$ cat src/rtl/arm_decode_pkg.sv
// Shared encodings for the ARM instruction decoder: DP opcodes, shifter
// select codes, barrel shift types and the instruction-class enum.
package arm_decode_pkg;

    localparam logic [3:0] OP_AND = 4'b0000;
    localparam logic [3:0] OP_SUB = 4'b0010;
    localparam logic [3:0] OP_ADD = 4'b0100;
    localparam logic [3:0] OP_TST = 4'b1000;
    localparam logic [3:0] OP_CMN = 4'b1011;

    localparam logic [3:0] BARREL_LSL = 4'b0000;
    localparam logic [3:0] BARREL_LSR = 4'b0001;
    localparam logic [3:0] BARREL_ASR = 4'b0010;
    localparam logic [3:0] BARREL_ROR = 4'b0011;
    localparam logic [3:0] BARREL_RRX = 4'b0100;

    localparam logic [1:0] SHIFTER_ROT_IMM   = 2'b00;
    localparam logic [1:0] SHIFTER_SHIFT_IMM = 2'b01;
    localparam logic [1:0] SHIFTER_RS        = 2'b10;

    localparam logic [3:0] LINK_REG = 4'hE;

    typedef enum logic [1:0] {
        CLASS_DP,
        CLASS_LS,
        CLASS_BR,
        CLASS_UNDEF
    } inst_class_t;

    // op is inst[27:25]
    function automatic inst_class_t decode_class(input logic [2:0] op);
        casez (op)
            3'b00?:  return CLASS_DP;
            3'b01?:  return CLASS_LS;
            3'b101:  return CLASS_BR;
            default: return CLASS_UNDEF;
        endcase
    endfunction

endpackage

$ cat src/rtl/arm_operand_decode.sv
// Combinational shifter-operand decode: picks shiftee source, shift-amount
// source and barrel shift type from the instruction class and operand bits.
module arm_operand_decode
    import arm_decode_pkg::*;
(
    input  inst_class_t iclass,
    input  logic        imm_bit,
    input  logic [7:0]  shift_ctl,
    output logic        shiftee_sel,
    output logic [1:0]  shifter_sel,
    output logic [3:0]  barrel_sel
);

    logic [4:0] shift_imm;
    logic [1:0] shift_type;
    logic       reg_shift;
    logic [1:0] reg_form_shifter;
    logic [3:0] reg_form_barrel;

    assign shift_imm  = shift_ctl[7:3];
    assign shift_type = shift_ctl[2:1];
    assign reg_shift  = shift_ctl[0];

    // Register-form operand shared by DP (I=0) and LS register offsets.
    always_comb begin
        reg_form_shifter = reg_shift ? SHIFTER_RS : SHIFTER_SHIFT_IMM;
        reg_form_barrel  = {2'b00, shift_type};
        if (!reg_shift && shift_type == 2'b11 && shift_imm == 5'd0) begin
            reg_form_barrel = BARREL_RRX;
        end
    end

    always_comb begin
        shiftee_sel = 1'b0;
        shifter_sel = SHIFTER_ROT_IMM;
        barrel_sel  = BARREL_LSL;
        case (iclass)
            CLASS_DP: begin
                if (imm_bit) begin
                    shiftee_sel = 1'b1;
                    barrel_sel  = BARREL_ROR;
                end else begin
                    shifter_sel = reg_form_shifter;
                    barrel_sel  = reg_form_barrel;
                end
            end
            CLASS_LS: begin
                if (!imm_bit) begin
                    shiftee_sel = 1'b1;
                end else begin
                    shifter_sel = reg_form_shifter;
                    barrel_sel  = reg_form_barrel;
                end
            end
            default: ;
        endcase
    end

endmodule

$ cat src/rtl/arm_decode.sv
// Registered ARM instruction decoder for the single-cycle datapath: turns
// DP, load/store and branch words into register indices, enables and selects.
module arm_decode
    import arm_decode_pkg::*;
(
    input  logic        clk,
    input  logic        rst_n,
    input  logic        cond_pass,
    input  logic [31:0] inst,
    output logic [3:0]  write_rd,
    output logic [3:0]  read_rn,
    output logic [3:0]  read_rm,
    output logic [3:0]  read_rs,
    output logic        rd_we,
    output logic        pc_we,
    output logic        cpsr_we,
    output logic [31:0] rd_in,
    output logic [31:0] pc_in,
    output logic [31:0] cpsr_in,
    output logic        shiftee_sel,
    output logic [7:0]  immed_8_shiftee_in,
    output logic [1:0]  shifter_sel,
    output logic [3:0]  rotate_imm_shifter_in,
    output logic [4:0]  shift_imm_shifter_in,
    output logic [3:0]  alu_sel,
    output logic [3:0]  barrel_sel
);

    inst_class_t iclass;
    logic [3:0]  opcode;
    logic [3:0]  next_write_rd;
    logic        next_rd_we;
    logic        next_pc_we;
    logic        next_cpsr_we;
    logic [31:0] next_rd_in;
    logic [31:0] next_pc_in;
    logic [3:0]  next_alu_sel;
    logic        next_shiftee_sel;
    logic [1:0]  next_shifter_sel;
    logic [3:0]  next_barrel_sel;
    logic        unused_cond;

    // Condition field is evaluated upstream and arrives as cond_pass.
    assign unused_cond = ^inst[31:28];

    assign iclass = decode_class(inst[27:25]);
    assign opcode = inst[24:21];

    arm_operand_decode u_operand_decode (
        .iclass      (iclass),
        .imm_bit     (inst[25]),
        .shift_ctl   (inst[11:4]),
        .shiftee_sel (next_shiftee_sel),
        .shifter_sel (next_shifter_sel),
        .barrel_sel  (next_barrel_sel)
    );

    always_comb begin
        next_write_rd = 4'd0;
        next_rd_we    = 1'b0;
        next_pc_we    = 1'b0;
        next_cpsr_we  = 1'b0;
        next_rd_in    = 32'd0;
        next_pc_in    = 32'd0;
        next_alu_sel  = 4'd0;
        case (iclass)
            CLASS_DP: begin
                next_write_rd = inst[15:12];
                next_alu_sel  = opcode;
                // TST/TEQ/CMP/CMN only set flags.
                next_rd_we    = cond_pass && !(opcode >= OP_TST && opcode <= OP_CMN);
                next_cpsr_we  = cond_pass & inst[20];
            end
            CLASS_LS: begin
                next_write_rd = inst[15:12];
                next_rd_we    = cond_pass & inst[20];
                next_alu_sel  = inst[23] ? OP_ADD : OP_SUB;
                next_rd_in    = {20'd0, inst[11:0]};
            end
            CLASS_BR: begin
                next_pc_we    = cond_pass;
                next_pc_in    = {{6{inst[23]}}, inst[23:0], 2'b00};
                next_alu_sel  = OP_ADD;
                if (inst[24]) begin
                    next_write_rd = LINK_REG;
                    next_rd_we    = cond_pass;
                end
            end
            default: ;
        endcase
    end

    always_ff @(posedge clk or negedge rst_n) begin
        if (!rst_n) begin
            write_rd              <= 4'd0;
            read_rn               <= 4'd0;
            read_rm               <= 4'd0;
            read_rs               <= 4'd0;
            rd_we                 <= 1'b0;
            pc_we                 <= 1'b0;
            cpsr_we               <= 1'b0;
            rd_in                 <= 32'd0;
            pc_in                 <= 32'd0;
            cpsr_in               <= 32'd0;
            shiftee_sel           <= 1'b0;
            immed_8_shiftee_in    <= 8'd0;
            shifter_sel           <= 2'd0;
            rotate_imm_shifter_in <= 4'd0;
            shift_imm_shifter_in  <= 5'd0;
            alu_sel               <= 4'd0;
            barrel_sel            <= 4'd0;
        end else begin
            write_rd              <= next_write_rd;
            read_rn               <= inst[19:16];
            read_rm               <= inst[3:0];
            read_rs               <= inst[11:8];
            rd_we                 <= next_rd_we;
            pc_we                 <= next_pc_we;
            cpsr_we               <= next_cpsr_we;
            rd_in                 <= next_rd_in;
            pc_in                 <= next_pc_in;
            cpsr_in               <= 32'd0;
            shiftee_sel           <= next_shiftee_sel;
            immed_8_shiftee_in    <= inst[7:0];
            shifter_sel           <= next_shifter_sel;
            rotate_imm_shifter_in <= inst[11:8];
            shift_imm_shifter_in  <= inst[11:7];
            alu_sel               <= next_alu_sel;
            barrel_sel            <= next_barrel_sel;
        end
    end

endmodule

$ cat config.mk
export PLATFORM = sky130hd
export DESIGN_NAME = arm_decode
export DESIGN_NICKNAME = d
export VERILOG_FILES = /design/src/rtl/arm_decode_pkg.sv /design/src/rtl/arm_operand_decode.sv /design/src/rtl/arm_decode.sv
export SDC_FILE = /design/constraint.sdc
export NUM_CORES = 1
export LEC_CHECK = 0
export ABC_AREA = 1
export CAP_MARGIN = 5
export CORE_MARGIN = 4
export CORE_UTILIZATION = 40
export CTS_CLUSTER_DIAMETER = 100
export DETAILED_ROUTE_END_ITERATION = 8
export GPL_TIMING_DRIVEN = 1
export MAX_ROUTING_LAYER = met4
export PLACE_DENSITY = 0.94
export SLEW_MARGIN = 20
export SYNTH_ARGS = -nofsm -noshare
export SYNTH_HDL_FRONTEND = slang
export SYNTH_SLANG_ARGS = --single-unit
$ cat constraint.sdc
create_clock -name clk -period 1.5 [get_ports clk]
set_input_delay 0.15 -clock clk [delete_from_list [all_inputs] [get_ports clk]]
set_output_delay 0.15 -clock clk [all_outputs]
set_load 0.01 [all_outputs]
==> run_results.csv <==
group,metric,value,unit
grt,grt_max_degree,70,
setup_path,path_class,"register to output port",
setup_path,cp_data_required_time,1.35,ns
setup_path,cp_top_family,"buffers and inverters",
cts,tritoncts.num_buffers,9,
floorplan,die_w,93.0,µm
setup_path,worstPathArrival,1.30,ns
cts,clockBufferDepth,2,
drt,vias,1886,
sta,hold_violations,0,
drt,vias_per_cell,4.06,
sta,fin_crit,1.45,ns
setup_path,crit_slowest_cell,"clkdlybuf4s50_1",
setup_path,critPathBufInv,1,
min_path,min_path_type,"input pin to register",
final_layout,area_delta_synth_final,40.5,%
drt,dr.pass1.iters,4,
setup_path,cp_cell_sequence,"clkdlybuf4s50_1",
place,gp_congestion,0.735,
min_path,whs_endpoint,"shift_imm_shifter_in[0]",
drt,dr.first_iter.drc_count,61,
sta,setup_violations,0,
floorplan,die_y,93.0,µm
logic_synthesis,ys_dominant_reg_cell,"dfrtp_1",
grt,overflow,0,
setup_path,path_max_fanout,7,
logic_synthesis,syn_inst,252,
floorplan,fp-row-count,30,
drt,ant_nets,0,
logic_synthesis,synth.most_common_cell,"buf_4",
pwr,total_power,3.99,mW
logic_synthesis,synth_seq_cells,69,
final_layout,drive_above_1_share,13.0,%
final_layout,nFillCells,556,
grt,grt_first_pass_wirelength,9940,µm
sta,fin_ws,0.0505,ns
drt,wl,6860,µm
cts,cts_tree,"yes",
logic_synthesis,netlist_area,2890,µm²
logic_synthesis,syn_area_per_cell,11.5,µm²
sta,report.final.slew_viol_count,0,
setup_path,endpoint_kind,"output port",
min_path,hold_depth,1,
logic_synthesis,synth_edf_count,0,
pwr,ir_drop,0.408,mV
grt,antenna_found_initial,0,
pwr,leakage,1.99,nW
logic_synthesis,seq_area_frac_synth,59.7,%
place,io_buffers,118,
drt,routedWlPerCell,14.8,µm
cts,cts_sinks,69,
min_path,hold_path_startpoint,"inst[7]",
logic_synthesis,yosys_warnings,0,
drt,drc_errors,0,
logic_synthesis,synth_top_area_share,59.7,%
setup_path,start_kind,"register",
logic_synthesis,synth.area.top_cells,"dfrtp_1 (60%), buf_4 (19%), nor2_4 (4.3%), inv_1 (3.5%), nor2_1 (3.4%)",
cts,root_buffer,"clkbuf_8",
grt,track_usage,16.1,%
place,dp_hpwl,5220,µm
cts,h-tree-depth,3,
job,drv_cap,0,
floorplan,die-area,8650,µm²
final_layout,multi_input_area,634,µm²
sta,fmax,690,MHz
logic_synthesis,yosys-top-cells-count,"buf_4 (74), dfrtp_1 (69), inv_1 (27), nor2_1 (26), nand2_1 (12)",
grt,grt_pass1_vias,1893,
final_layout,insertedDiodeCount,0,
floorplan,initial_core_util,41.9,%
cts,clk_pin_slew_worst_paths,0.07,ns
logic_synthesis,synthArstFlopShare,100,%
sta,post-route-period-util,96.6,%
logic_synthesis,synth_cell_types,23,
final_layout,seq_area,1730,µm²
floorplan,pin_count,178,
pwr,powerDensity,982,nW/µm²
run_status,status,"complete, no violations",
place,dpl_worst_slack,0.0937,ns
final_layout,nets,399,
floorplan,coreArea,6910,µm²
setup_path,cpPeakStageDelay,0.56,ns
logic_synthesis,synth_top_cell_by_area,"dfrtp_1",
## how the worst max path moves through the flow
stage	start	end	slack [ns]	cells after the start
2_1_floorplan	inst[27]	pc_in[22]	0.72	6
5_1_grt	pc_in[30]	pc_in[30]	-0.002	1
3_3_place_gp	inst[26]	pc_we	0.13	7
4_1_cts	pc_in[30]	pc_in[27]	0.02	1
3_5_place_dp	inst[26]	pc_in[2]	0.09	7
6_report	pc_in[30]	pc_in[27]	0.05	1
## sequential cells by signal, indices dropped and copies added (netlist names)
register / cells
immed_8_shiftee_in: 7
cpsr_we: 1
read_rn: 4
pc_we: 1
alu_sel: 4
shifter_sel: 2
write_rd: 4
rotate_imm_shifter_in: 1
pc_in: 24
barrel_sel: 3
shift_imm_shifter_in: 4
rd_we: 1
shiftee_sel: 1
rd_in: 12
## what timing repair did
item,CTS,global route
endpoints found under the hold margin,69,0
resized for setup,2,1
setup buffers,0,0
cloned,0,0
hold buffers,1,0
setup endpoints to repair,7,1
## cell type report
type                       instances  area share [%]
clock buffer                       9            3.05
clock inverter                     6            1.60
inverter                          30            2.96
multi-input combinational        129            15.6
sequential                        69            42.5
tap                               96            2.96
timing repair buffer             125            31.3
## layout by cell type, fill, tap and decap left out, types with 4 or more instances in the layout
cell	instances
clkbuf_8	9
conb_1	55
clkdlybuf4s50_1	115
nor2_4	11
inv_1	27
dfrtp_1	68
o21ai_0	5
nor2_1	26
clkinvlp_4	4
nand2_1	12
nor2_2	9
## report_power, final
| group | internal [mW] | switching, mW |
|---|---|---|
| registers | 1.93 | 0.0288 |
| clock network | 0.754 | 0.683 |
| logic | 0.277 | 0.312 |
| total | 2.96 | 1.02 |
## cells by family after synthesis
family,count (synthesis),share of synthesized area (%)
and+or+nand+nor,64,13.0
buffers and inverters,108,25.4
AOI/OAI and AO/OA,10,1.82
other,1,0.130
DFF,69,59.7
## per-layer routing
metal	part of all wire [%]	track usage [%]
met5	0	-
met4	2.9	10.1
met3	11	5.23
met2	51	27.9
met1	35	15.6
## through the flow
| step | setup TNS (ns) | area (µm²) | cells | utilization (%) | hold slack (ns) |
|---|---|---|---|---|---|
| final | 0 | 4060 | 464 | 58.8 | 0.282 |
| after detailed placement | 0 | 3860 | 448 | 55.9 | 0.195 |
| after CTS | 0 | 4060 | 464 | 58.8 | 0.265 |
| after floorplan | 0 | 3090 | 306 | - | -0.146 |
| after global placement | 0 | 3860 | 448 | 55.9 | 0.187 |
| after global routing | -0.00263 | 4060 | 464 | 58.8 | 0.268 |
Note: power is estimated with default switching activity, not from simulation.
